===== src/rtl/bk_byte_serial_adder.sv =====
// rtl/bk_byte_serial_adder.sv - byte-serial adder driving an external 8-bit prefix carry network
module bk_byte_serial_adder #(
    parameter int NBYTES = 2
) (
    input  logic                  clk,
    input  logic                  rst,
    input  logic                  in_valid,
    output logic                  in_ready,
    input  logic [8*NBYTES-1:0]   a,
    input  logic [8*NBYTES-1:0]   b,
    input  logic                  cin,
    output logic                  out_valid,
    input  logic                  out_ready,
    output logic [8*NBYTES-1:0]   sum,
    output logic                  cout,
    output logic [7:0]            pn_p,
    output logic [7:0]            pn_g,
    output logic                  pn_cin,
    input  logic [7:0]            pn_gx,
    input  logic [7:0]            pn_px,
    output logic                  pn_err
);

    localparam int W  = 8 * NBYTES;
    localparam int KW = (NBYTES > 1) ? $clog2(NBYTES) : 1;
    localparam logic [KW-1:0] K_LAST = KW'(NBYTES - 1);

    typedef enum logic [1:0] {
        S_IDLE,
        S_RUN,
        S_DONE
    } state_t;

    state_t         state_q;
    logic [W-1:0]   a_q;
    logic [W-1:0]   b_q;
    logic [W-1:0]   sum_q;
    logic [KW-1:0]  k_q;
    logic           carry_q;
    logic           cout_q;
    logic           err_q;
    logic           in_ready_q;
    logic           out_valid_q;

    logic [7:0]     a_byte;
    logic [7:0]     b_byte;
    logic [7:0]     byte_sum_d;
    logic           carry_d;

    // bit 0 of the network's group generate carries no information: carry into bit 0 is pn_cin
    logic           unused_gx0;
    assign unused_gx0 = pn_gx[0];

    assign a_byte = a_q[8*k_q +: 8];
    assign b_byte = b_q[8*k_q +: 8];

    // propagate/generate of the current byte go out only while a byte is being processed
    always_comb begin
        pn_p   = 8'h00;
        pn_g   = 8'h00;
        pn_cin = 1'b0;
        if (state_q == S_RUN) begin
            pn_p   = a_byte ^ b_byte;
            pn_g   = a_byte & b_byte;
            pn_cin = carry_q;
        end
    end

    // byte sum uses our own propagate; the network only supplies the per-bit carries
    assign byte_sum_d = pn_p ^ {pn_gx[7:1], pn_cin};
    assign carry_d    = pn_g[7] | (pn_p[7] & pn_gx[7]);

    // control FSM with registered handshake outputs and result registers
    always_ff @(posedge clk) begin
        if (rst) begin
            state_q     <= S_IDLE;
            a_q         <= '0;
            b_q         <= '0;
            sum_q       <= '0;
            k_q         <= '0;
            carry_q     <= 1'b0;
            cout_q      <= 1'b0;
            err_q       <= 1'b0;
            in_ready_q  <= 1'b1;
            out_valid_q <= 1'b0;
        end else begin
            case (state_q)
                S_IDLE: begin
                    if (in_valid) begin
                        a_q        <= a;
                        b_q        <= b;
                        carry_q    <= cin;
                        k_q        <= '0;
                        in_ready_q <= 1'b0;
                        state_q    <= S_RUN;
                    end
                end
                S_RUN: begin
                    sum_q[8*k_q +: 8] <= byte_sum_d;
                    carry_q           <= carry_d;
                    if (pn_px != pn_p) begin
                        err_q <= 1'b1;
                    end
                    if (k_q == K_LAST) begin
                        cout_q      <= carry_d;
                        out_valid_q <= 1'b1;
                        state_q     <= S_DONE;
                    end else begin
                        k_q <= k_q + 1'b1;
                    end
                end
                S_DONE: begin
                    if (out_ready) begin
                        out_valid_q <= 1'b0;
                        in_ready_q  <= 1'b1;
                        state_q     <= S_IDLE;
                    end
                end
                default: begin
                    state_q <= S_IDLE;
                end
            endcase
        end
    end

    assign in_ready  = in_ready_q;
    assign out_valid = out_valid_q;
    assign sum       = sum_q;
    assign cout      = cout_q;
    assign pn_err    = err_q;

endmodule


===== config.mk =====
export PLATFORM = sky130hd
export DESIGN_NAME = bk_byte_serial_adder
export DESIGN_NICKNAME = d
export VERILOG_FILES = /design/src/rtl/bk_byte_serial_adder.sv
export SDC_FILE = /design/constraint.sdc
export NUM_CORES = 1
export LEC_CHECK = 0
export ABC_CLOCK_PERIOD_IN_PS = 3200
export CAP_MARGIN = 10
export CORE_MARGIN = 10
export CORE_UTILIZATION = 45
export CTS_CLUSTER_SIZE = 8
export DETAILED_ROUTE_END_ITERATION = 10
export PLACE_DENSITY = 0.91
export SYNTH_ARGS = -nofsm -noshare
export SYNTH_HDL_FRONTEND = slang
export SYNTH_SLANG_ARGS = --single-unit
export TNS_END_PERCENT = 5

===== constraint.sdc =====
create_clock -name clk -period 3.2 [get_ports clk]
set_input_delay 0.64 -clock clk [delete_from_list [all_inputs] [get_ports clk]]
set_output_delay 0.64 -clock clk [all_outputs]
set_load 0.02 [all_outputs]

**After elaboration in Yosys (flattened, before gate mapping)**

Index checks and enable logic that the tools add are counted.

- Output and inout bits: 37
- Register bits: 56
- Bits of input ports: 53
- Logic and storage cells: 56

- Add/sub/neg operators: 2
- Shifts and indexed selects: 4
- Muxes and demuxes: 18
- Reductions and logical operators: 11
- Equal/unequal tests: 6
- Bitwise logic cells: 5

Operators with widths:

| operator | number |
|---|---|
| $neg 4->34 | 1 |
| $shift 8x34->16 const A | 1 |
| $shiftx 8x34->16 | 1 |
| $shiftx 16x5->8 | 2 |
| $bwmux 16 | 1 |
| $mux 8 | 2 |
| $xor 8x8->8 | 2 |
| $reduce_and 3->1 | 3 |
| $and 8x8->8 | 1 |
| $ne 8x8->1 | 1 |
| $pmux 1 s2 | 4 |
| $reduce_and 2->1 | 4 |
| $mux 1 | 7 |
| $mux 2 | 3 |
| $ne 2x2->1 const B | 3 |
| $pmux 2 s3 | 1 |
| $reduce_bool 2->1 | 3 |
| $eq 2x1->1 const B | 1 |
| $eq 2x2->1 const B | 1 |
| $logic_not 2->1 | 1 |
| $add 1x1->1 const B | 1 |
| $and 1x1->1 | 1 |
| $or 1x1->1 | 1 |

**Logic depth before layout (Yosys ltp)**

Gate-level depths: netlist of run 1.

- Depth in word-level cells: 6
- Mapped depth: 9
- Gate-level depth less buffers: 7

**Least setup slack after synthesis of run 1**

Ideal clock, no wire load.

- Kind: flip-flop to output port
- Start: register k_q
- End: output pn_p[2]
- Slack: 0.705 ns
- Arrival time: 1.855 ns
- Data required time: 2.560 ns
- Path buffers: 2
- Cell stages (with the launch flop): 6
- Cells stage by stage: dfxtp_1 buf_1 buf_2 mux2_2 ha_1 and2_1

- Longest elaborated chain between the ends: 3
- Elaborated cells on any way between the ends: 4
- Classes of those cells: shift: 2; mux: 1; bitwise: 1

Ends and longest elaborated chain:

| element | line | source |
|---|---|---|
| start, declared | 38 | `logic [KW-1:0] k_q;` |
| start signal, assigned | 109 | `k_q <= k_q + 1'b1;` |
| $shiftx 16x5->8 (on tied branches) | 54, 55 |  |
| $xor 8x8->8 * | 63 | `pn_p = a_byte ^ b_byte;` |
| $mux 8 * | 62 | `if (state_q == S_RUN) begin` |
| end, declared | 16 | `output logic [7:0] pn_p,` |

Every way passes the cells marked *; elsewhere a longest branch is shown, timed or not.

**Worst setup path after layout of run 1**

- Start: register k_q
- End: output pn_p[0]

The elaborated chain is that of the path after synthesis.

==> results of run 1 <==
[metrics by stage]
| stage | instance area [um2] | instances | worst slack (ps) | utilization | hold WS [ps] |
|---|---|---|---|---|---|
| 2_1_floorplan | 2620 | 315 | 705 | - | 433 |
| 3_3_place_gp | 3560 | 463 | 526 | 0.638 | 440 |
| 6_report | 3650 | 471 | 148 | 0.655 | 458 |
| 4_1_cts | 3650 | 471 | 139 | 0.655 | 459 |
| 5_1_grt | 3650 | 471 | 22.0 | 0.655 | 482 |
| 3_5_place_dp | 3560 | 463 | 507 | 0.638 | 446 |
[power by group through the flow]
stage	Clock, mW	Sequential [mW]	Combinational (mW)
2_1_floorplan	0	0.805	0.222
3_3_place_gp	0	0.785	0.407
3_5_place_dp	0	0.788	0.419
4_1_cts	0.404	0.773	0.423
5_1_grt	0.432	0.778	0.461
6_report	0.399	0.772	0.421
[path summary, 6_finish.rpt]
| check | from | to | slack [ps] | cells after the start |
|---|---|---|---|---|
| worst max register to register | k_q | pn_err | 920 | 9 |
| worst min register to register | b_q[2] | b_q[2] | 460 | 2 |
| worst min-delay path | b_q[2] | b_q[2] | 460 | 2 |
| worst max-delay path | k_q | pn_p[0] | 150 | 5 |
[routing by layer]
| layer | routed length (um) | vias to the layer above |
|---|---|---|
| li1 | - | 1229 |
| met1 | 3070 | 1134 |
| met2 | 3790 | 97 |
| met3 | 651 | 16 |
| met4 | 164 | 0 |
| met5 | 0 | - |
[state kept, by name, summed over array words and instances, names as in the netlist]
name	cells
b_q	16
state_q	2
k_q	1
in_ready	1
cout	1
carry_q	1
out_valid	1
pn_err	1
a_q	16
sum	16
[logic make-up after synthesis]
family	after synthesis	share of synthesized area
adder cells (fa/ha/maj)	9	0.0430
buffers and inverters	23	0.0401
flip-flops	56	0.428
XOR/XNOR	11	0.0368
AND/OR/NAND/NOR	131	0.225
AO/OA/AOI/OAI	68	0.155
multiplexers	17	0.0726
[final cells by class]
type,count,area share
inverters,3,0.00309
repair buffers,96,0.257
multi-input cells,236,0.383
well taps,72,0.0247
clock inverters,2,0.00274
clock buffers,6,0.0226
flip-flops and latches,56,0.307
[worst reg2reg max path: cells and delay by family (launching register included)]
family | cells | cell delay (ps)
mux | 1 | 370
fa+ha+maj | 1 | 290
simple gates | 2 | 390
compound gates | 3 | 400
buf+inv | 2 | 390
flops | 1 | 350
[placed cells by master, fill, tap and decap left out, types with 2 or more instances in the layout]
cell type        instances
mux2_2                  16
nor2_2                   2
and2_1                  18
clkbuf_8                 6
nor2_1                  30
dfxtp_1                 56
clkinv_2                 2
a31oi_1                  5
inv_1                    2
a211oi_1                15
xnor2_1                 11
nand2_1                 69
a21oi_1                 38
ha_1                     9
o21ai_0                  4
nor4bb_1                 4
buf_4                    8
o32ai_1                  4
clkdlybuf4s50_1         87
nand2b_1                 4
==> flow_summary.json, run 1 <==
{
  "clk_pin_slew_worst_paths_ps": 100,
  "path_cells": "buf_4, mux2_2, ha_1, and2_1, clkdlybuf4s50_1",
  "drt_wl_total_mm": 7.68,
  "fin_setup_tns_ps": 0,
  "io_buffers": 88,
  "period_share": 0.954,
  "grt.met1_usage": 0.190,
  "grt_max_degree": 36,
  "clkPwrFrac": 0.251,
  "setup_viol": 0,
  "synth_edf_count": 0,
  "multiInputGateArea_um2": 1400,
  "finalCriticalPeriod_ps": 3050,
  "final_antenna_net_count": 0,
  "met2_usage": 0.285,
  "p_int_mw": 1.13,
  "synthFlopType": "dfxtp_1",
  "skew_ps": 4.53,
  "rows": 27,
  "dpl.hpwl_mm": 5.91,
  "synth.top_cell.area_share": 0.428,
  "synth_cell_types": 28,
  "syn_area_per_cell_um2": 8.32,
  "initial_core_util": 0.470,
  "cts_buffers": 5,
  "rsz0062_at_grt": "false",
  "antenna_found_initial": 0,
  "worst_pin_slew_ps": 684,
  "ys_ff_latch": 56,
  "grt.met3_usage": 0.0545,
  "pin_count": 90,
  "critPathKind": "register to output port",
  "drc": 0,
  "startpoint_type": "register",
  "crit_required_ps": 2560,
  "fmax_mhz": 328,
  "max-slew-margin-rel": 0.544,
  "p_leak_nw": 1.38,
  "gr-total-overflow": 0,
  "post_cts_buffers": 0,
  "clk_latency_ps": 310,
  "synthesis.area_um2": 2620,
  "synth.yosys.seq_area_share": 0.428,
  "gp_congestion": 0.837,
  "p_sw_uw": 466,
  "root_buffer": "clkbuf_8",
  "die_x_um": 96.3,
  "initialDrtViolationCount": 106,
  "clock_sinks": 56,
  "cap_violations": 0,
  "final_nets": 460,
  "viasPerCell": 5.26,
  "crit_arrival_ps": 2410,
  "core_um2": 5570,
  "die_y_um": 96.3,
  "hp-class": "register to register",
  "switching_share": 0.293,
  "hold_viol": 0,
  "worst-path-buf-inv": 2,
  "crit_path_max_incr_delay_ps": 630,
  "synth-async-reset-ratio": 0,
  "cts_tree": "yes",
  "cp_max_fo": 15,
  "power_frac_seq": 0.485,
  "synthCells": 315,
  "firstDrtPassIters": 4,
  "combPwrFrac": 0.264,
  "diodes": 0,
  "grt_usage": 0.166,
  "powerDensity_nw_per_um2": 437,
  "fill_cells": 472,
  "grt_most_used_layer": "met2",
  "drive_gt1_frac": 0.0927,
  "synthMostInstantiatedCell": "nand2_1",
  "grt_pass1_wl_mm": 12.2,
  "drv_slew": 0,
  "grt_pass1_vias": 2574,
  "worst_setup_path_end_kind": "output port",
  "synth_fp_nets": 377,
  "clockBufferDepth": 2,
  "area.growth.synth_to_final_pct": 39.2,
  "crit_family": "buffers and inverters",
  "die_area_um2": 9280,
  "yosysWarnings": 0,
  "routedWlPerCell_um": 16.3,
  "status": "completed",
  "synth_area_leaders": "dfxtp_1 43%, nand2_1 9.9%, a21oi_1 7.3%",
  "ir_drop_v": 0.000266,
  "synth.top_cells.by_count": "69 x nand2_1, 56 x dfxtp_1, 38 x a21oi_1, 31 x nor2_1, 18 x and2_1",
  "ff_latch_area_um2": 1120,
  "num_vias": 2476,
  "slowest_stage": "clkdlybuf4s50_1",
  "cts_hold_buf": 0,
  "cts_max_level": 2,
  "power_mw": 1.59,
  "synth_area_leader_cell": "dfxtp_1",
  "ctsResizeCount": 0
}
No activity file was read; power rests on OpenSTA's default activity.
==> inputs of run 2 (changes only) <==
- CORE_MARGIN: 10 -> not set
- SKIP_LAST_GASP: not set -> 1
==> run 2 against run 1 <==
Against the previous run:
- first-iteration DRC count is 61% higher
- critical path depth is 1 lower
- die area is 34% lower
- maximum frequency is 2.4% higher
- register-to-register slack hardly changed
- flip-flop and latch count stayed put
- cell count stayed put
- clock power is 1% lower
- count of clock-buffer cells in the layout is 1 higher
- final area is 0.24% higher
- critical endpoint is now pn_p[7]
- largest cell class unchanged
==> flow_summary.json, run 2 (synthesized netlist as in run 1, its figures left out) <==
{
  "clock_sinks": 56,
  "place_inst": 463,
  "clk_pin_slew_worst_paths_ps": 100,
  "slowest_stage": "clkdlybuf4s50_1",
  "cts_hold_buf": 0,
  "finalCriticalPeriod_ps": 2980,
  "core_um2": 5570,
  "grt_usage": 0.247,
  "switching_share": 0.302,
  "clockBufferDepth": 2,
  "max-slew-margin-rel": 0.575,
  "firstDrtPassIters": 4,
  "hold_end": "b_q[3]",
  "whs_path_depth": 2,
  "final_nets": 460,
  "area.growth.synth_to_final_pct": 39.5,
  "die_x_um": 78.3,
  "layout_common_cells": "87 x clkdlybuf4s50_1, 69 x nand2_1, 55 x dfxtp_1, 38 x a21oi_1, 30 x nor2_1",
  "cts_max_level": 2,
  "gr-total-overflow": 0,
  "num_vias": 2488,
  "status": "completed",
  "skew_ps": 9.87,
  "min-delay-start": "b_q[3]",
  "io_buffers": 88,
  "grt_pass1_vias": 2386,
  "p_leak_nw": 1.37,
  "post_cts_buffers": 0,
  "viasPerCell": 5.28,
  "fill_cells": 443,
  "fin_setup_tns_ps": 0,
  "drt_wl_total_mm": 7.19,
  "drive_gt1_frac": 0.0902,
  "crit_required_ps": 2560,
  "power_frac_seq": 0.488,
  "layout_commonest_cell": "clkdlybuf4s50_1",
  "ir_drop_v": 0.000313,
  "grt.met3_usage": 0.0419,
  "initial_core_util": 0.470,
  "rows": 27,
  "grt.met1_usage": 0.324,
  "period_share": 0.932,
  "reg2reg_depth": 8,
  "worst_pin_slew_ps": 637,
  "final_antenna_net_count": 0,
  "multiInputGateArea_um2": 1400,
  "fmax_mhz": 335,
  "p_int_mw": 1.11,
  "setup_viol": 0,
  "diodes": 0,
  "ff_latch_area_um2": 1120,
  "combPwrFrac": 0.264,
  "routedWlPerCell_um": 15.3,
  "r2r-end": "pn_err",
  "dpl.hpwl_mm": 5.19,
  "cp_max_fo": 17,
  "rsz0062_at_grt": "false",
  "drc": 0,
  "hp-class": "register to register",
  "met2_usage": 0.418,
  "gp_congestion": 0.848,
  "grt_pass1_wl_mm": 11.7,
  "grt_max_degree": 33,
  "die_area_um2": 6130,
  "r2r-start": "k_q",
  "crit_path_max_incr_delay_ps": 620,
  "rrSetupSlack_ps": 910,
  "powerDensity_nw_per_um2": 436,
  "initialDrtViolationCount": 171,
  "cts_tree": "yes",
  "pin_count": 90,
  "startpoint_type": "register",
  "cap_violations": 0,
  "clkPwrFrac": 0.248,
  "crit_arrival_ps": 2340,
  "cts_buffers": 5,
  "root_buffer": "clkbuf_8",
  "path_cells": "mux2_2, ha_1, and2_1, clkdlybuf4s50_1",
  "fin_cells": 471,
  "clk_latency_ps": 320,
  "antenna_found_initial": 0,
  "worst_setup_path_end_kind": "output port",
  "p_sw_uw": 481,
  "hold_viol": 0,
  "critPathKind": "register to output port",
  "die_y_um": 78.3,
  "grt_most_used_layer": "met2",
  "drv_slew": 0
}
[run 2: worst max-delay path by stage]
stage,from,cells past startpoint,to,slack (ps)
global route,k_q,4,pn_p[7],100
CTS,k_q,4,pn_p[3],110
floorplan,k_q,5,pn_p[2],700
finish,k_q,4,pn_p[7],220
global placement,k_q,4,pn_p[0],240
detailed placement,k_q,4,pn_p[7],230
[run 2: area by class of cell]
type | count | area share
clock inverters | 1 | 0.00239
multi-input cells | 236 | 0.382
inverters | 3 | 0.00308
repair buffers | 96 | 0.259
clock buffers | 7 | 0.0209
well taps | 72 | 0.0246
flip-flops and latches | 56 | 0.308
[run 2: critical path, delay by kind of cell (launching register included)]
| family | cells | cell delay (ps) |
|---|---|---|
| adders and majority gates | 1 | 350 |
| and+or+nand+nor | 1 | 180 |
| buffers and inverters | 1 | 620 |
| DFF | 1 | 500 |
| muxes | 1 | 370 |
[run 2: per-layer routing]
layer	part of all wire	wire length (um)
met5	0	0
met4	0.017	120
met3	0.055	392
met2	0.51	3630
met1	0.42	3040
[run 2: repair_timing]
item                       4_1_cts  5_1_grt
setup endpoints to repair        8        2
hold endpoints to repair         0        0
resized for setup                1        1
[run 2: power groups by stage]
stage / clock network [mW] / registers (mW) / logic, mW
after floorplan: 0 / 0.805 / 0.222
after global placement: 0 / 0.791 / 0.404
after detailed placement: 0 / 0.794 / 0.417
after CTS: 0.399 / 0.778 / 0.421
after global routing: 0.427 / 0.785 / 0.461
final: 0.395 / 0.779 / 0.421
[run 2: per-stage QoR]
step	util	worst slack, ps	hold WS (ps)	power, mW	cell area, um2
floorplan	-	705	433	1.03	2620
global placement	0.640	237	441	1.19	3570
detailed placement	0.640	228	448	1.21	3570
CTS	0.656	108	461	1.60	3650
global route	0.656	99.1	482	1.67	3660
finish	0.656	218	462	1.60	3660
==> patch (config.mk and constraints of run 2) <==
The parameter `NBYTES` goes from 2 to 1.
--- a/src/rtl/bk_byte_serial_adder.sv
+++ b/src/rtl/bk_byte_serial_adder.sv
@@ -1,5 +1,5 @@
 // rtl/bk_byte_serial_adder.sv - byte-serial adder driving an external 8-bit prefix carry network
 module bk_byte_serial_adder #(
-    parameter int NBYTES = 2
+    parameter int NBYTES = 1
 ) (
     input  logic                  clk,
Ports: changed (resized a, b and sum); port bits go from 90 to 66. The function was not compared with the original's and may differ.
==> patch against run 2 <==
  * Worst setup slack better by 430 ps
  * Sequential cell count down 25
  * Count of clock-buffer cells in the layout fell by 2
  * Final area fell by 38%
  * Total power down 45%
  * Via count fell by 40%
  * Routed wire length shrank 50%
  * Area after synthesis decreased by 41%
  * Critical path type unchanged
  * Largest cell class unchanged
  * Largest power group unchanged
==> patch: results (changes against run 2) <==
Status: finished, final reports clean
Detailed-placement wirelength estimate: 2700 um (-48%)
Layout Cells excl Fill: 296 (-37%)
CTS buffer count: 5 (unchanged)
M3 GR Usage: 0.0554 (+0.0136)
M2 GR Usage: 0.394 (-0.0235)
Post-DP Area: 0.00221 mm^2 (-38%)
Sw Pwr: 265 uW (-45%)
Syn Area/Cell: 8.21 um^2 (-1.3%)
Placer congestion estimate: 0.725 (-15%)
Syn_nets: 233 (-38%)
Register area share after synthesis: 0.404 (-0.0234)
Synth cell types: 25 (-11%)
Synth top cells by count: nand2_1 (37), dfxtp_1 (31), a21oi_1 (21)
# placed instances: 288 (-38%)
Arr. time, crit path: 1910 ps (-430 ps)
Met1 usage: 0.246 (-0.0772)
1st-iter DRT viols: 73 (-57%)
Min-Delay Path Class: reg -> reg
DR vias/cell: 5.08 (-3.8%)
First-pass GRT wire length: 5840 um (-50%)
Vias in the first global route: 1356 (-43%)
Ant. Diodes: 0 (unchanged)
Synth async-reset ratio: 0 (unchanged)
Critical Path Fanout Max: 17 (unchanged)
Top post-synthesis cells by area: dfxtp_1 (40%), nand2_1 (9.0%), ha_1 (7.3%)
Root Buffer: clkbuf_4
PortBufs: 64 (-27%)
Post-CTS sizing: 0 (-1)
Skew final: 14.5 ps (+4.58 ps)
Most used DFF post-synth: dfxtp_1
Initial antenna violation count: 0 (unchanged)
# Post-CTS Setup Buffers: 0 (unchanged)
Relative slew slack: 0.548 (-0.0272)
Largest net degree at the start of global routing: 19 (-42%)
Worst ir drop on vdd: 260 uV (-17%)
Clk Latency, worst-skew pair: 340 ps (+20 ps)
Htree depth: 2 (unchanged)
Post-Route WL: 3610 um (-50%)
GRT Util Overall: 0.218 (-0.0296)
Reg clk slew, reported paths: 110 ps
LEAKAGE: 0.000856 uW (-38%)
Layout cell share with drive strength beyond 1: 0.0595 (-0.0307)
Pre-antenna DRT Iters: 4 (unchanged)
YS warnings: 0 (unchanged)
patch: area by class of cell:
type,count,area (um^2)
clock inverters,3,15.0
flip-flops and latches,31,621
well taps,44,55.1
inverters,2,7.51
repair buffers,67,663
fillers,261,895
multi-input cells,144,860
clock buffers,5,37.5
patch: per-stage QoR:
step,hold slack [ps],worst slack [ps]
after CTS,464,635
after detailed placement,449,1020
after global placement,447,1070
final,463,648
after global routing,486,533
after floorplan,440,1370
patch: path summary, 6_finish.rpt:
path,from,end,slack [ps],cells after the start
worst min-delay path,a_q[7]$_SDFFE_PP0P_,a_q[7]$_SDFFE_PP0P_,460,2
worst max register to register,a_q[3]$_SDFFE_PP0P_,pn_err$_SDFFE_PP0P_,1550,6
worst max-delay path,state_q[0]$_SDFFE_PP0P_,pn_p[7],650,5
worst min register to register,a_q[7]$_SDFFE_PP0P_,a_q[7]$_SDFFE_PP0P_,460,2
patch: logic make-up (layout without fill, tap and decap cells):
group,Yosys count,after routing,synth area share
compound gates,41,41,0.164
xor+xnor,11,11,0.0628
fa+ha+maj,9,9,0.0734
buf+inv,12,77,0.0375
flops,31,31,0.404
simple gates,83,83,0.258
patch: worst max-delay path, stage by stage (launching register included):
cell and delay, ps:
dfxtp_1 360, inv_1 100, nor2_2 110, buf_4 210, and2_1 180, clkdlybuf4s50_1 610
patch: power by group through the flow:
stage / logic, uW / registers [uW] / clock network [uW]
final: 232 / 427 / 220
after CTS: 233 / 427 / 224
after global routing: 255 / 431 / 246
after floorplan: 121 / 447 / 0
after global placement: 227 / 435 / 0
after detailed placement: 232 / 436 / 0
patch: layer usage:
metal / part of all wire / routed length (um) / up-vias
met2: 0.48 / 1730 / 46
met1: 0.45 / 1620 / 683
met4: 0.013 / 46 / 0
met3: 0.058 / 209 / 7
li1: - / - / 768
met5: 0 / 0 / -
